[src/rtl/dmem_pkg.sv]
// Shared types and helpers for the synchronous data memory controller.
package dmem_pkg;

    typedef enum logic {
        ST_CLEAR = 1'b0,
        ST_RUN   = 1'b1
    } dmem_state_t;

    localparam int RD_LAT_MIN = 1;
    localparam int RD_LAT_MAX = 2;

    function automatic int bytes_of(input int data_w);
        return data_w / 8;
    endfunction

endpackage

[src/rtl/dmem_array.sv]
// Clocked storage with per-byte write enables and a registered read port.
// Deliberately reset-free so it can map onto block RAM.
module dmem_array
    import dmem_pkg::*;
#(
    parameter int DATA_W = 8,
    parameter int ADDR_W = 8
) (
    input  logic                          clk,
    input  logic                          we,
    input  logic [bytes_of(DATA_W)-1:0]   be,
    input  logic                          re,
    input  logic [ADDR_W-1:0]             addr,
    input  logic [DATA_W-1:0]             wdata,
    output logic [DATA_W-1:0]             rdata
);

    localparam int NB = bytes_of(DATA_W);

    logic [DATA_W-1:0] mem [2**ADDR_W];

    always_ff @(posedge clk) begin
        if (we) begin
            for (int i = 0; i < NB; i++) begin
                if (be[i]) begin
                    mem[addr][i*8 +: 8] <= wdata[i*8 +: 8];
                end
            end
        end
        if (re) begin
            rdata <= mem[addr];
        end
    end

endmodule

[src/rtl/dmem_sync_ctrl.sv]
// Synchronous data memory: post-reset clear sequencer, valid/ready request port,
// fixed-latency read response (1 or 2 cycles).
//
//   state    | meaning
//   ---------+--------------------------------------------------------------
//   ST_CLEAR | zero-fill one word per cycle from address 0; requests stalled
//   ST_RUN   | normal operation, req_ready = init_done = 1 until reset
module dmem_sync_ctrl
    import dmem_pkg::*;
#(
    parameter int                 DATA_W    = 8,
    parameter int                 ADDR_W    = 8,
    parameter int                 RD_LAT    = 1,
    parameter logic [DATA_W-1:0]  CLEAR_VAL = '0
) (
    input  logic                  clk,
    input  logic                  rst_n,
    input  logic                  req_valid,
    output logic                  req_ready,
    input  logic                  req_we,
    input  logic [DATA_W/8-1:0]   req_be,
    input  logic [ADDR_W-1:0]     req_addr,
    input  logic [DATA_W-1:0]     req_wdata,
    output logic                  rsp_valid,
    output logic [DATA_W-1:0]     rsp_rdata,
    output logic                  init_done
);

    localparam int NB = bytes_of(DATA_W);
    localparam bit LAT2 = (RD_LAT >= RD_LAT_MAX);
    // Counter is one bit wider than the address so the terminal value never aliases.
    localparam logic [ADDR_W:0] CLR_LAST = {1'b0, {ADDR_W{1'b1}}};
    localparam logic [ADDR_W:0] CLR_ONE  = {{ADDR_W{1'b0}}, 1'b1};

    dmem_state_t state_q, state_d;
    logic [ADDR_W:0] clr_cnt_q, clr_cnt_d;
    logic ready_q, done_q;

    logic              accept;
    logic              arr_we, arr_re;
    logic [NB-1:0]     arr_be;
    logic [ADDR_W-1:0] arr_addr;
    logic [DATA_W-1:0] arr_wdata, arr_rdata;

    logic              rd_v1_q, rd_v2_q;
    logic              data_ok_q;
    logic [DATA_W-1:0] rdata2_q;

    assign accept = req_valid & ready_q;

    always_ff @(posedge clk or negedge rst_n) begin
        if (!rst_n) begin
            state_q   <= ST_CLEAR;
            clr_cnt_q <= '0;
            ready_q   <= 1'b0;
            done_q    <= 1'b0;
        end else begin
            state_q   <= state_d;
            clr_cnt_q <= clr_cnt_d;
            ready_q   <= (state_d == ST_RUN);
            done_q    <= (state_d == ST_RUN);
        end
    end

    always_comb begin
        state_d   = state_q;
        clr_cnt_d = clr_cnt_q;
        arr_we    = 1'b0;
        arr_re    = 1'b0;
        arr_be    = '0;
        arr_addr  = req_addr;
        arr_wdata = req_wdata;
        case (state_q)
            ST_CLEAR: begin
                arr_we    = 1'b1;
                arr_be    = '1;
                arr_addr  = clr_cnt_q[ADDR_W-1:0];
                arr_wdata = CLEAR_VAL;
                clr_cnt_d = clr_cnt_q + CLR_ONE;
                if (clr_cnt_q == CLR_LAST) begin
                    state_d = ST_RUN;
                end
            end
            ST_RUN: begin
                arr_we = accept & req_we;
                arr_re = accept & ~req_we;
                arr_be = req_be;
            end
            default: state_d = ST_CLEAR;
        endcase
    end

    dmem_array #(
        .DATA_W (DATA_W),
        .ADDR_W (ADDR_W)
    ) u_array (
        .clk   (clk),
        .we    (arr_we),
        .be    (arr_be),
        .re    (arr_re),
        .addr  (arr_addr),
        .wdata (arr_wdata),
        .rdata (arr_rdata)
    );

    // data_ok masks the reset-free array register so rsp_rdata reads 0 after reset
    // until a fresh read has landed there.
    always_ff @(posedge clk or negedge rst_n) begin
        if (!rst_n) begin
            rd_v1_q   <= 1'b0;
            rd_v2_q   <= 1'b0;
            data_ok_q <= 1'b0;
            rdata2_q  <= '0;
        end else begin
            rd_v1_q   <= arr_re;
            rd_v2_q   <= rd_v1_q;
            data_ok_q <= data_ok_q | arr_re;
            if (rd_v1_q) begin
                rdata2_q <= arr_rdata;
            end
        end
    end

    assign rsp_valid = LAT2 ? rd_v2_q : rd_v1_q;
    assign rsp_rdata = LAT2 ? rdata2_q : (data_ok_q ? arr_rdata : '0);
    assign req_ready = ready_q;
    assign init_done = done_q;

endmodule

[config.mk]
export PLATFORM = sky130hd
export DESIGN_NAME = dmem_sync_ctrl
export DESIGN_NICKNAME = d
export VERILOG_FILES = /design/src/rtl/dmem_pkg.sv /design/src/rtl/dmem_array.sv /design/src/rtl/dmem_sync_ctrl.sv
export SDC_FILE = /design/constraint.sdc
export NUM_CORES = 2
export LEC_CHECK = 0
export ABC_AREA = 1
export CAP_MARGIN = 20
export CORE_MARGIN = 2
export CORE_UTILIZATION = 55
export CTS_CLUSTER_SIZE = 25
export DETAILED_ROUTE_END_ITERATION = 10
export GPL_TIMING_DRIVEN = 0
export PLACE_DENSITY = 0.71
export SLEW_MARGIN = 5
export SYNTH_ARGS = -nofsm -noshare
export SYNTH_HDL_FRONTEND = slang
export SYNTH_SLANG_ARGS = --single-unit
[constraint.sdc]
create_clock -name clk -period 13.05 [get_ports clk]
set_clock_uncertainty 0.1 [all_clocks]
set_input_delay 1.9575 -clock clk [delete_from_list [all_inputs] [get_ports clk]]
set_output_delay 1.9575 -clock clk [all_outputs]
set_load 0.05 [all_outputs]
Word-level counts from Yosys, hierarchy flattened
Memory sizes are Yosys's and may differ from the RTL's. A register that Yosys moved wholly into a read port is not among the register bits.
Index checks and enable logic that the tools add are counted.
{"block": "totals", "regBits": 12, "in_bits": 21, "word_cells": 24, "mem_bits_rw": 2048, "out_inout_bits": 11, "mem_count": 1}
{"memory": "u_array.mem", "depth": 256, "word_bits": 8, "rd": 1, "rd_ports_with_merged_regs": 1, "wr": 1, "line_no": "dmem_array.sv:20", "source": "logic [DATA_W-1:0] mem [2**ADDR_W];"}
{"block": "op_classes", "n_addsub": 1, "bitwise_logic": 6, "mux": 11, "n_eq_ne": 1}
{"op": "8-bit two-way mux", "n": 3}
{"op": "9-bit by 1-bit adder with 9-bit output, second input constant", "n": 1}
{"op": "9-bit by 8-bit equality test with 1-bit output, second input constant", "n": 1}
{"op": "1-bit two-way mux", "n": 6}
{"op": "1-bit one-hot mux with 2 select lines", "n": 2}
{"op": "1-bit AND", "n": 3}
{"op": "1-bit NOT", "n": 2}
{"op": "1-bit bitwise OR", "n": 1}

Logic depth before layout (Yosys ltp)
{"block": "depth", "word_depth": 5, "ltp_mapped": 18, "ltp_nobuf": 15}

Cells and area by module
From an unflattened synthesis, not the netlist that was laid out.
{"block": "unflattened", "cells_unflattened": 7920, "area_unflattened_um2": 85537.0}
{"module": "dmem_array", "area_each_um2": 84735.0, "seq_area_each_um2": 61739.2, "n_inst": 1, "cells_each": 7798}
{"module": "dmem_sync_ctrl", "area_each_um2": 802.0, "seq_area_each_um2": 300.3, "n_inst": 1, "cells_each": 122}

Worst setup path after synthesis
No wires, ideal clock.
{"block": "synth_timing", "path_kind": "input port to flip-flop", "startpoint": "input port req_wdata[0]", "endpoint": "memory u_array.mem[0][0], data pin", "path_buffers": 0, "required_ns": 12.177, "path_stages": 2, "setup_time_ns": 0.773, "arrival_time_ns": 4.766, "setup_slack_ns": 7.411, "cell_sequence": "nand2_1 inv_1"}
{"block": "synth_between", "elab_chain_cells": 1}
{"item": "from (decl)", "line_no": "dmem_sync_ctrl.sv:23", "source": "input logic [DATA_W-1:0] req_wdata,"}
{"item": "8-bit two-way mux", "line_no": "dmem_sync_ctrl.sv:73", "source": "case (state_q)"}
{"item": "net arr_wdata[0]", "line_no": "dmem_sync_ctrl.sv:43", "source": "logic [DATA_W-1:0] arr_wdata, arr_rdata;"}
{"item": "to (decl)", "line_no": "dmem_array.sv:20"}
The timed path passes the listed nets, and every way through them passes these cells.

Worst setup path after layout
{"block": "layout_timing", "startpoint": "input port req_addr[3]", "endpoint": "memory u_array.mem[153][1] (enable)"}
{"block": "layout_between", "elab_chain_cells": 1}
{"item": "from (decl)", "line_no": "dmem_sync_ctrl.sv:22", "source": "input logic [ADDR_W-1:0] req_addr,"}
{"item": "8-bit two-way mux", "line_no": "dmem_sync_ctrl.sv:73"}
Every way passes these cells.

==> flow_metrics.env <==
export IMPL_status="completed"
export IMPL_grt_pass1_wl_um=379000
export IMPL_p_leak_uw=0.0344
export IMPL_core_area_mm2=0.157
export IMPL_num_vias=62100
export IMPL_post_cts_buffers=0
export IMPL_powerDensity_mw_per_mm2=135
export IMPL_cts_tree="built"
export IMPL_grt_setup_unrepaired="false"
export IMPL_crit_arrival_ps=6360
export IMPL_grt_ovfl_total=0
export IMPL_end_kind="flip-flop"
export IMPL_max_cap_violations=0
export IMPL_grt_usage_pct=32.6
export IMPL_synthesis_area_mm2=0.0869
export IMPL_multi_input_area_mm2=0.0226
export IMPL_power_uw=13100
export IMPL_ys_warn_count=0
export IMPL_cp_max_fo=10
export IMPL_layout_cells_non_filler=10800
export IMPL_place_ws_ps=6380
export IMPL_synth_main_ff_cell="edfxtp_1"
export IMPL_drive_above_1_share_pct=6.97
export IMPL_wl_per_cell_um=24.4
export IMPL_fp_dieW_um=402
export IMPL_io_buffers=31
export IMPL_cp_num_buf_inv=5
export IMPL_max_freq_mhz=167
export IMPL_ant_nets=0
export IMPL_finalCritPeriodShare_pct=45.9
export IMPL_relSlewSlack_pct=22.9
export IMPL_finalMaxSlewViolations=0
export IMPL_cp_required_ps=13430
export IMPL_ir_drop_v=0.000122
export IMPL_synth_net_count=8370
export IMPL_cts_hold_buf=0
export IMPL_yosys_top_cells_count="nand2_1, edfxtp_1, nand3_1, nor2_1, buf_2"
export IMPL_worst_slack_ps=7070
export IMPL_dpl_cell_count=10500
export IMPL_numCtsBuffers=205
export IMPL_grt_pass1_vias=58300
export IMPL_hold_path_class="flip-flop to flip-flop"
export IMPL_fp_row_count=145
export IMPL_io_pins=32
export IMPL_cpPeakStageDelay_ps=770
export IMPL_synth_area_top_cells="edfxtp_1, nand2_1, nand3_1, nor2_1, buf_2"
export IMPL_grt_max_degree=123
export IMPL_yosysUniqueCellTypes=28
export IMPL_post_route_drc_count=0
export IMPL_synth_top_area_cell="edfxtp_1"
export IMPL_clk_pin_slew_ps=60
export IMPL_dieArea_mm2=0.161
export IMPL_ys_seq_area_share_pct=71.4
export IMPL_worst_slew_pin_slew_ps=1160
export IMPL_cts_htree_levels=4
export IMPL_first_pass_iters=6
export IMPL_antenna_found_initial=14
export IMPL_seq_area_mm2=0.0620
export IMPL_synthArstFlopShare_pct=0.580
export IMPL_vias_per_cell=5.73
export IMPL_criticalPathCategory="input pin to flip-flop"
export IMPL_cp_cell_sequence="clkdlybuf4s50_1 -> nand2_1 -> o21ai_1 -> inv_1 -> nor2_1 -> buf_2 -> buf_4 -> nand4_2 -> buf_2 -> nor2_1"
export IMPL_finalWirelength_um=265000
export IMPL_cts_root_buffer="clkbuf_16"
export IMPL_nNetsFinal=8630
export IMPL_areaGrowthSynthToFinish_pct=11.7
export IMPL_clock_sinks=2068
export IMPL_fin_crit_ps=5980
export IMPL_place_gp_congestion=0.996
export IMPL_crit_slowest_cell="nor2_1"
export IMPL_hpwl_um=180000
export IMPL_synthCells=8347
export IMPL_finalHoldViolations=0
export IMPL_cpLargestDelayFamily="simple AND/OR/NAND/NOR gates"
export IMPL_synth_edf_count=2056
export IMPL_setup_tns_ps=0
export IMPL_cts_resized=0
export IMPL_clk_latency_ps=850
export IMPL_avgSynthCellArea_um2=10.4
export IMPL_cp_start_kind="input pin"
export IMPL_yosysMostFrequentCell="nand2_1"
export IMPL_clock_path_buffers=3
export IMPL_hold_slack_ps=401
export IMPL_fillers=12200
export IMPL_drt_iter0_markers=8536
export IMPL_initial_core_util_pct=55.5
export IMPL_setup_viol=0
export IMPL_synth_seq_cells=2068
export IMPL_die_h_um=402
export IMPL_synth_top_cell_area_share_pct=71.0
[path summary, 6_finish.rpt]
| check | cells past startpoint | slack (ps) | to | from |
|---|---|---|---|---|
| min | 2 | 400 | clr_cnt_q[8] | clr_cnt_q[8] |
| min reg2reg | 2 | 400 | clr_cnt_q[8] | clr_cnt_q[8] |
| min in group asynchronous | 1 | 1560 | init_done | rst_n |
| max in group asynchronous | 1 | 10650 | data_ok_q | rst_n |
| max reg2reg | 9 | 7920 | u_array.mem[153][1] | init_done |
| max | 10 | 7070 | u_array.mem[153][1] | req_addr[3] |
[power breakdown]
group	switching (µW)	internal (µW)
logic	2.77	5.30
registers	0	7190
clock network	2550	3330
[per-stage QoR]
stage	util, %	cell area, µm²
after floorplan	-	86900
final	62.0	97100
after CTS	62.0	97100
after detailed placement	57.7	90400
after global placement	57.4	89800
after global routing	62.0	97100
[kinds of logic after synthesis]
| family | count (synthesis) | synth area share [%] |
|---|---|---|
| flops | 2068 | 71.4 |
| xor+xnor | 5 | 0.0504 |
| buf+inv | 509 | 2.62 |
| fa+ha+maj | 2 | 0.0288 |
| compound gates | 136 | 0.800 |
| simple gates | 5627 | 25.1 |
[cell usage in the layout (no fill, tap or decap), types with 45 or more instances in the layout]
| cell | n |
|---|---|
| clkbuf_16 | 207 |
| clkbuf_1 | 204 |
| o21ai_1 | 89 |
| buf_2 | 262 |
| clkinv_1 | 49 |
| nor2_1 | 351 |
| o21ai_0 | 45 |
| nand2_1 | 4746 |
| nand3_1 | 499 |
| edfxtp_1 | 2056 |
[worst register-to-register path, stage by stage, from the launching register on]
cell,delay (ps)
dfrtp_1,410
buf_4,200
o21ai_1,370
inv_1,110
nor2_1,700
buf_2,540
buf_4,280
nand4_2,650
buf_2,610
nor2_1,770
[routing by layer]
layer	vias to the layer above	routed length, µm	GRT usage [%]
met5	-	182	0.624
met3	594	34900	9.08
li1	28200	-	-
met1	29600	100000	44.2
met4	8	12400	14.0
met2	3752	117000	49.5
[cell type report]
class                           instances  area share, %
Antenna cell                           10         0.0258
Buffer                                472           2.21
Clock buffer                          257           5.57
Clock inverter                        124           1.30
Inverter                               37          0.205
Multi-Input combinational cell       5770           23.3
Sequential cell                      2068           63.9
Tap cell                             2058           2.65
Timing Repair Buffer                   53          0.854
[registers in the layout (all words and copies together), names as in the netlist]
register	flops
rsp_valid	1
init_done	1
clr_cnt_q	9
u_array.rdata	8
u_array.mem	2048
data_ok_q	1
Note: power is estimated with default switching activity, not from simulation.
